$ cat config.mk
export PLATFORM = sky130hd
export DESIGN_NAME = high_page_responder
export DESIGN_NICKNAME = d
export VERILOG_FILES = /design/src/rtl/high_page_responder_pkg.sv /design/src/rtl/high_page_responder_hram.sv /design/src/rtl/high_page_responder.sv
export SDC_FILE = /design/constraint.sdc
export NUM_CORES = 1
export LEC_CHECK = 0
export BUFFER_PORTS_ARGS = -buffer_cell sky130_fd_sc_hd__buf_2
export CAP_MARGIN = 30
export CORE_ASPECT_RATIO = 2
export CORE_MARGIN = 4
export CORE_UTILIZATION = 29
export DETAILED_ROUTE_END_ITERATION = 10
export GPL_TIMING_DRIVEN = 1
export PLACE_DENSITY = 0.47
export SLEW_MARGIN = 30
export SYNTH_ARGS = -nofsm -noshare
export SYNTH_HDL_FRONTEND = slang
export SYNTH_SLANG_ARGS = --single-unit
$ cat constraint.sdc
create_clock -name i_Clk -period 2.9 [get_ports i_Clk]
set_input_delay 0.58 -clock i_Clk [delete_from_list [all_inputs] [get_ports i_Clk]]
set_output_delay 0.58 -clock i_Clk [all_outputs]
set_load 0.05 [all_outputs]
$ cat src/rtl/high_page_responder_pkg.sv
// Shared definitions for the 0xFF00-0xFFFF high-page responder: state encoding,
// page/region constants, target decode and the latched request payload.
package high_page_responder_pkg;

    localparam int unsigned ADDR_W    = 16;
    localparam int unsigned DATA_W    = 8;
    localparam int unsigned HRAM_AW   = 7;
    localparam int unsigned HRAM_DEPTH = 128;

    localparam logic [7:0] HIGH_PAGE = 8'hFF;
    localparam logic [7:0] HRAM_BASE = 8'h80;
    localparam logic [7:0] IE_ADDR   = 8'hFF;
    localparam logic [7:0] OPEN_BUS  = 8'hFF;

    typedef enum logic [1:0] {
        ST_IDLE    = 2'd0,
        ST_LOCAL   = 2'd1,
        ST_IO_WAIT = 2'd2,
        ST_RESP    = 2'd3
    } state_e;

    typedef enum logic [1:0] {
        TGT_IO   = 2'd0,
        TGT_HRAM = 2'd1,
        TGT_IE   = 2'd2
    } target_e;

    typedef struct packed {
        logic                 write;
        target_e              tgt;
        logic [HRAM_AW-1:0]   offset;
        logic [DATA_W-1:0]    wdata;
    } req_t;

    // Low address byte -> target; 0xFF is IE, the rest of the upper half is HRAM.
    function automatic target_e decode_target(input logic [7:0] lo);
        target_e t;
        if (lo == IE_ADDR) begin
            t = TGT_IE;
        end else if (lo >= HRAM_BASE) begin
            t = TGT_HRAM;
        end else begin
            t = TGT_IO;
        end
        return t;
    endfunction

endpackage

$ cat src/rtl/high_page_responder_hram.sv
// 128x8 high RAM: one synchronous write port and one registered read port.
// Contents are deliberately not reset.
module high_page_responder_hram
    import high_page_responder_pkg::*;
(
    input  logic                clk,
    input  logic                we,
    input  logic [HRAM_AW-1:0]  waddr,
    input  logic [DATA_W-1:0]   wdata,
    input  logic                re,
    input  logic [HRAM_AW-1:0]  raddr,
    output logic [DATA_W-1:0]   rdata
);

    logic [DATA_W-1:0] mem_q [HRAM_DEPTH];
    logic [DATA_W-1:0] rdata_q;

    always_ff @(posedge clk) begin
        if (we) begin
            mem_q[waddr] <= wdata;
        end
        if (re) begin
            rdata_q <= mem_q[raddr];
        end
    end

    assign rdata = rdata_q;

endmodule

$ cat src/rtl/high_page_responder.sv
// High-page bus responder: decodes 0xFFxx requests into HRAM, IE or a forwarded
// I/O port with timeout, and returns a one-cycle acknowledge with read data.
module high_page_responder
    import high_page_responder_pkg::*;
#(
    parameter int unsigned IO_TIMEOUT = 8,
    parameter logic [7:0]  IE_RESET   = 8'h00
) (
    input  logic                i_Clk,
    input  logic                i_Reset_n,
    input  logic                i_Req,
    input  logic                i_Write,
    input  logic [ADDR_W-1:0]   i_Address,
    input  logic [DATA_W-1:0]   i_Data,
    output logic [DATA_W-1:0]   o_Data,
    output logic                o_Ack,
    output logic                o_Busy,
    output logic                o_IO_Req,
    output logic                o_IO_Write,
    output logic [HRAM_AW-1:0]  o_IO_Addr,
    output logic [DATA_W-1:0]   o_IO_Data,
    input  logic                i_IO_Ack,
    input  logic [DATA_W-1:0]   i_IO_Data,
    output logic [DATA_W-1:0]   o_IE
);

    localparam int unsigned CNT_W = (IO_TIMEOUT < 2) ? 1 : $clog2(IO_TIMEOUT + 1);

    state_e              state_q, state_d;
    req_t                req_q, req_d;
    logic [CNT_W-1:0]    cnt_q, cnt_d;
    logic [DATA_W-1:0]   data_q, data_d;
    logic                ack_q, ack_d;
    logic                busy_q, busy_d;
    logic                io_req_q, io_req_d;
    logic                io_write_q, io_write_d;
    logic [HRAM_AW-1:0]  io_addr_q, io_addr_d;
    logic [DATA_W-1:0]   io_data_q, io_data_d;
    logic [DATA_W-1:0]   ie_q, ie_d;

    logic                accept;
    target_e             req_tgt;
    logic [CNT_W-1:0]    cnt_next;
    logic                hram_we;
    logic                hram_re;
    logic [DATA_W-1:0]   hram_rdata;

    assign req_tgt  = decode_target(i_Address[7:0]);
    assign accept   = (state_q == ST_IDLE) && i_Req && (i_Address[15:8] == HIGH_PAGE);
    assign cnt_next = cnt_q + CNT_W'(1);

    // HRAM read is launched at acceptance so its data is ready during LOCAL.
    high_page_responder_hram u_hram (
        .clk   (i_Clk),
        .we    (hram_we),
        .waddr (req_q.offset),
        .wdata (req_q.wdata),
        .re    (hram_re),
        .raddr (i_Address[HRAM_AW-1:0]),
        .rdata (hram_rdata)
    );

    always_comb begin
        state_d    = state_q;
        req_d      = req_q;
        cnt_d      = cnt_q;
        data_d     = '0;
        ack_d      = 1'b0;
        busy_d     = busy_q;
        io_req_d   = io_req_q;
        io_write_d = io_write_q;
        io_addr_d  = io_addr_q;
        io_data_d  = io_data_q;
        ie_d       = ie_q;
        hram_we    = 1'b0;
        hram_re    = 1'b0;

        unique case (state_q)
            ST_IDLE: begin
                if (accept) begin
                    req_d  = '{write: i_Write, tgt: req_tgt,
                               offset: i_Address[HRAM_AW-1:0], wdata: i_Data};
                    busy_d = 1'b1;
                    cnt_d  = '0;
                    if (req_tgt == TGT_IO) begin
                        state_d    = ST_IO_WAIT;
                        io_req_d   = 1'b1;
                        io_write_d = i_Write;
                        io_addr_d  = i_Address[HRAM_AW-1:0];
                        io_data_d  = i_Data;
                    end else begin
                        state_d = ST_LOCAL;
                        hram_re = !i_Write && (req_tgt == TGT_HRAM);
                    end
                end
            end
            ST_LOCAL: begin
                state_d = ST_RESP;
                ack_d   = 1'b1;
                if (req_q.write) begin
                    if (req_q.tgt == TGT_HRAM) begin
                        hram_we = 1'b1;
                    end else begin
                        ie_d = req_q.wdata;
                    end
                end else begin
                    data_d = (req_q.tgt == TGT_IE) ? ie_q : hram_rdata;
                end
            end
            ST_IO_WAIT: begin
                // An ack in the timeout cycle still wins and its data is used.
                if (i_IO_Ack) begin
                    state_d  = ST_RESP;
                    ack_d    = 1'b1;
                    io_req_d = 1'b0;
                    cnt_d    = '0;
                    data_d   = req_q.write ? '0 : i_IO_Data;
                end else if (cnt_next == CNT_W'(IO_TIMEOUT)) begin
                    state_d  = ST_RESP;
                    ack_d    = 1'b1;
                    io_req_d = 1'b0;
                    cnt_d    = '0;
                    data_d   = req_q.write ? '0 : OPEN_BUS;
                end else begin
                    cnt_d = cnt_next;
                end
            end
            ST_RESP: begin
                state_d = ST_IDLE;
                busy_d  = 1'b0;
            end
            default: begin
                state_d = ST_IDLE;
                busy_d  = 1'b0;
            end
        endcase
    end

    always_ff @(posedge i_Clk or negedge i_Reset_n) begin
        if (!i_Reset_n) begin
            state_q    <= ST_IDLE;
            req_q      <= '0;
            cnt_q      <= '0;
            data_q     <= '0;
            ack_q      <= 1'b0;
            busy_q     <= 1'b0;
            io_req_q   <= 1'b0;
            io_write_q <= 1'b0;
            io_addr_q  <= '0;
            io_data_q  <= '0;
            ie_q       <= IE_RESET;
        end else begin
            state_q    <= state_d;
            req_q      <= req_d;
            cnt_q      <= cnt_d;
            data_q     <= data_d;
            ack_q      <= ack_d;
            busy_q     <= busy_d;
            io_req_q   <= io_req_d;
            io_write_q <= io_write_d;
            io_addr_q  <= io_addr_d;
            io_data_q  <= io_data_d;
            ie_q       <= ie_d;
        end
    end

    assign o_Data     = data_q;
    assign o_Ack      = ack_q;
    assign o_Busy     = busy_q;
    assign o_IO_Req   = io_req_q;
    assign o_IO_Write = io_write_q;
    assign o_IO_Addr  = io_addr_q;
    assign o_IO_Data  = io_data_q;
    assign o_IE       = ie_q;

endmodule

==> results.md <==
Run status:
- The run finished with clean final reports.

Synthesis:
- Yosys mapped the design onto 51 distinct sky130hd cell types.
- Synthesis produced 2121 cells.
- The number of enable flip-flop cells after synthesis is 1032.
- The share of synthesized registers carrying an async set or reset is 5.41%.
- The dominant synthesized flop cell is edfxtp_1.
- Synthesis inferred 1091 register bits.
- The count of synthesis-stage warnings from yosys is 0.
- When the netlist entered floorplanning its net count stood at 2164.
- In this run the mean area of a mapped cell was 20.2 um^2.
- The synthesized cell area is 42800 um^2.
- Summing the sequential cell areas from Yosys gives 75.9% of the chip area.

Critical path:
- Traced cell by cell, the critical path runs through buf_8 > buf_4 > mux4_2 > mux2i_1 > buf_4 > nor2_1 > nor4_1 > o41ai_2 > o31a_1.
- The reg-to-reg startpoint is u_hram.mem_q[52][0]$_DFFE_PP_.
- The number of cells on the worst reg-to-reg path is 7.
- On the worst path, the slowest cell contributes a delay of 600 ps.
- STA puts the critical path data arrival time at 3180 ps.
- The endpoint identified for the worst register-to-register timing path is u_hram.rdata[0]$_DFFE_PP_.
- The worst setup path is of the primary input to register kind.
- The worst reg-to-reg setup slack is 150 ps.
- The dominant cell type by count on the critical path is buf_4.
- STA puts the critical path data required time at 3310 ps.
- The cell with the largest stage delay on the worst path is nor4_1.
- STA classifies the critical path startpoint as a primary input.
- Of all nets on the critical path, the largest fanout is 15.
- The kind of end point of the critical path is a register.

Power:
- The overall power is 32500 uW.
- The internal power contribution is 25400 uW.
- The clock group share of total power is 40.0%.
- In this run the power density over the cells is 640 nW/um^2.
- For this design the total switching power over the nets is 7130 uW.
- In this run, flip-flops and latches consume 53.4% of the power.
- IR analysis of the VDD net gives a maximum drop of 0.521 mV.
- The static leakage is 0.0159 uW.
- Net switching is 21.9% of the power.
- The combinational cell fraction of total power is 6.6%.

Min path:
- The worst hold path begins at i_Data[5].
- The type of the worst min-delay path is primary input to register.
- The worst hold path terminates at req_q[5]$_DFFE_PN0N_.
- The worst hold path passes through 3 cells.

STA:
- The final worst-path cycle share is 95.4%.
- The worst pin sits at a relative slew slack of 26.8%.
- The count of final hold-check violations is 0.
- The setup clock skew after layout is 25.1 ps.
- Setup repair after global routing left no endpoint under its margin.
- The max-slew violation count is 0.
- Once routing completed, OpenROAD measured the worst setup slack at 135 ps.
- The setup violation total in the final timing report is 0.
- The shortest clock period the worst path allows after layout is 2770 ps.
- At the pin with the least slew margin, the transition time is 1090 ps.
- The maximum clock frequency is 362 MHz.

Route:
- In the routed design, unresolved DRC markers number 0.
- The detailed-router iteration count before antenna repair is 5.
- The total routed wirelength is 119000 um.
- The post-detailed-route count of antenna-violating nets is 0.
- The mean number of vias per cell is 4.83.
- The average detailed-routed wire length per instance is 26.6 um.
- The detailed router's first-iteration violation count is 1373.
- The total via count after detailed routing is 21666.

Layout:
- The layout overhead on the synthesized area is 18.8%.
- Of the cells placed in the final design, the portion with a size suffix greater than 1 is 32.5%.
- In the final design database the tool counted 2544 nets.

Global routing:
- The first-pass GRT wire length is 172000 um.
- The pin count of the biggest net entering global routing is 131.
- The initial antenna violation count came to 1.
- The total overflow left after global routing is 0.
- The number of global-route vias before repair is 23721.
- Global routing used 15.3% of the available tracks across all layers.

Die:
- The die is 280 um wide.
- The placement row count is 199.
- For this configuration, the core starts out at a cell density of 29.2%.
- The floorplan step set the die height to 551 um.
- The area of the core is 147000 um^2.
- During I/O placement, the number of pins put on the boundary was 72.
- The floorplan die area is 154000 um^2.

Placed design:
- After legalization and detailed placement, the total HPWL measured 81300 um.
- OpenSTA, run right after detailed placement, puts the worst setup slack at -771 ps.
- Port buffering added 71 buffers.
- The routability congestion estimate from global placement is 0.808.

Clock network:
- The clock net in this run drives a total of 1091 sinks.
- The clock reaches the later pin of the worst-skew pair after 670 ps.
- The clock-pin slew reported for the worst setup and hold paths after clock tree synthesis is 70 ps.
- The maximum clock path buffer count is 3.
- The tree is rooted in a clkbuf_16.
- The post-CTS setup buffer count is 0.
- Clock tree synthesis inserted a total of 91 buffers.
- The H-tree generated during clock tree synthesis spans 3 levels.
- The CTS tree is built.

Run:
- Max-cap violations in this run came to 0.
## Yosys cell counts (all sizes together) (14+ instances only)
library cell | number | share of area [%]
edfxtp | 1032 | 72
o21ai | 15 | 0.18
dfrtp | 59 | 3.5
buf | 67 | 1.3
a211oi | 27 | 0.47
nor2b | 39 | 0.57
mux4 | 254 | 13
nor2 | 150 | 1.3
clkbuf | 43 | 0.38
mux2i | 29 | 0.68
a22oi | 38 | 0.68
nand3 | 36 | 0.42
a21oi | 33 | 0.39
nand2 | 143 | 1.3
mux2 | 32 | 0.84
nor4 | 14 | 0.24
nand2b | 36 | 0.53
## metal layers
metal	wire length [um]	part of all wire [%]	track usage, %
met4	5080	4.3	6.49
met1	41200	34	15.8
met2	69300	58	30.8
met3	3870	3.2	1.63
met5	0	0	0
## flip-flops by register name, summed over array words and instances, names as in the netlist
signal,flops
u_hram.mem_q,1024
req_q,18
o_Data,8
o_IE,8
o_IO_Data,8
u_hram.rdata,8
o_IO_Addr,7
cnt_q,4
state_q,2
o_Ack,1
o_Busy,1
o_IO_Req,1
o_IO_Write,1
## critical path: cells and delay by family
kind | cells | cell delay (ps)
mux | 2 | 810
simple gates | 2 | 650
buf+inv | 3 | 580
compound gates | 2 | 510
## through the flow
stage | setup TNS, ps | instance area, um^2 | hold slack [ps] | std cells | util (%)
after detailed placement | -4160 | 47700 | 486 | 4316 | 32.5
after floorplan | 0 | 42800 | 284 | 2121 | -
after global routing | 0 | 50800 | 128 | 4484 | 34.7
after global placement | -4170 | 47700 | 483 | 4316 | 32.5
after CTS | 0 | 50800 | 78.2 | 4483 | 34.6
final | 0 | 50800 | 130 | 4485 | 34.7
## kinds of logic after synthesis
group	after synthesis	share of synthesized area (%)
multiplexers	315	15.0
AND/OR/NAND/NOR	431	4.55
adder cells (fa/ha/maj)	6	0.176
AO/OA/AOI/OAI	162	2.67
buffers and inverters	116	1.72
flip-flops	1091	75.9
## power groups by stage
| stage | sequential, uW | clock, uW | combinational, uW |
|---|---|---|---|
| global placement | 17700 | 0 | 2150 |
| detailed placement | 17700 | 0 | 2180 |
| floorplan | 17900 | 0 | 1040 |
| global route | 17400 | 13900 | 2290 |
| CTS | 17400 | 13300 | 2190 |
| finish | 17400 | 13000 | 2140 |
## placed cells by master (no fill, tap or decap), types with 10 or more instances in the layout
master,instances
clkinv_1,15
nor4_1,11
clkinv_2,13
clkinvlp_4,10
mux2_2,32
bufinv_16,15
o21ai_0,15
nor2_1,149
buf_4,298
a21oi_1,33
a22oi_1,37
nor2b_1,39
edfxtp_1,1032
clkbuf_1,13
mux4_2,248
nand2_1,143
nand2b_1,36
buf_12,27
dfrtp_1,51
nand3_1,36
a211oi_1,25
clkbuf_16,95
mux2i_1,29
buf_2,68
## repair_timing
action                     4_1_cts  5_1_grt
setup endpoints to repair        2        0
resized for setup                2        0
hold buffers                     1        0
hold endpoints to repair        15        0
## final cells by class
class                           instances  area [um^2]
Fill cell                           13688        95800
Sequential cell                      1091        32500
Clock inverter                         58          687
Multi-Input combinational cell        914         9620
Inverter                                6         22.5
Clock buffer                          108         2430
Timing Repair Buffer                  397         3170
Antenna cell                            2         5.00
Tap cell                             1909         2390
## worst max-delay path by stage
stage,start,endpoint,slack [ps]
after floorplan,state_q[0]$_DFFE_PN0P_,u_hram.rdata[0]$_DFFE_PP_,270
after global placement,i_Address[0],u_hram.rdata[5]$_DFFE_PP_,-820
after detailed placement,i_Address[0],u_hram.rdata[5]$_DFFE_PP_,-770
after CTS,i_Address[0],u_hram.rdata[0]$_DFFE_PP_,140
after global routing,i_Address[0],u_hram.rdata[2]$_DFFE_PP_,90
final,i_Address[0],u_hram.rdata[0]$_DFFE_PP_,130
Power figures use the tool's default switching activity.
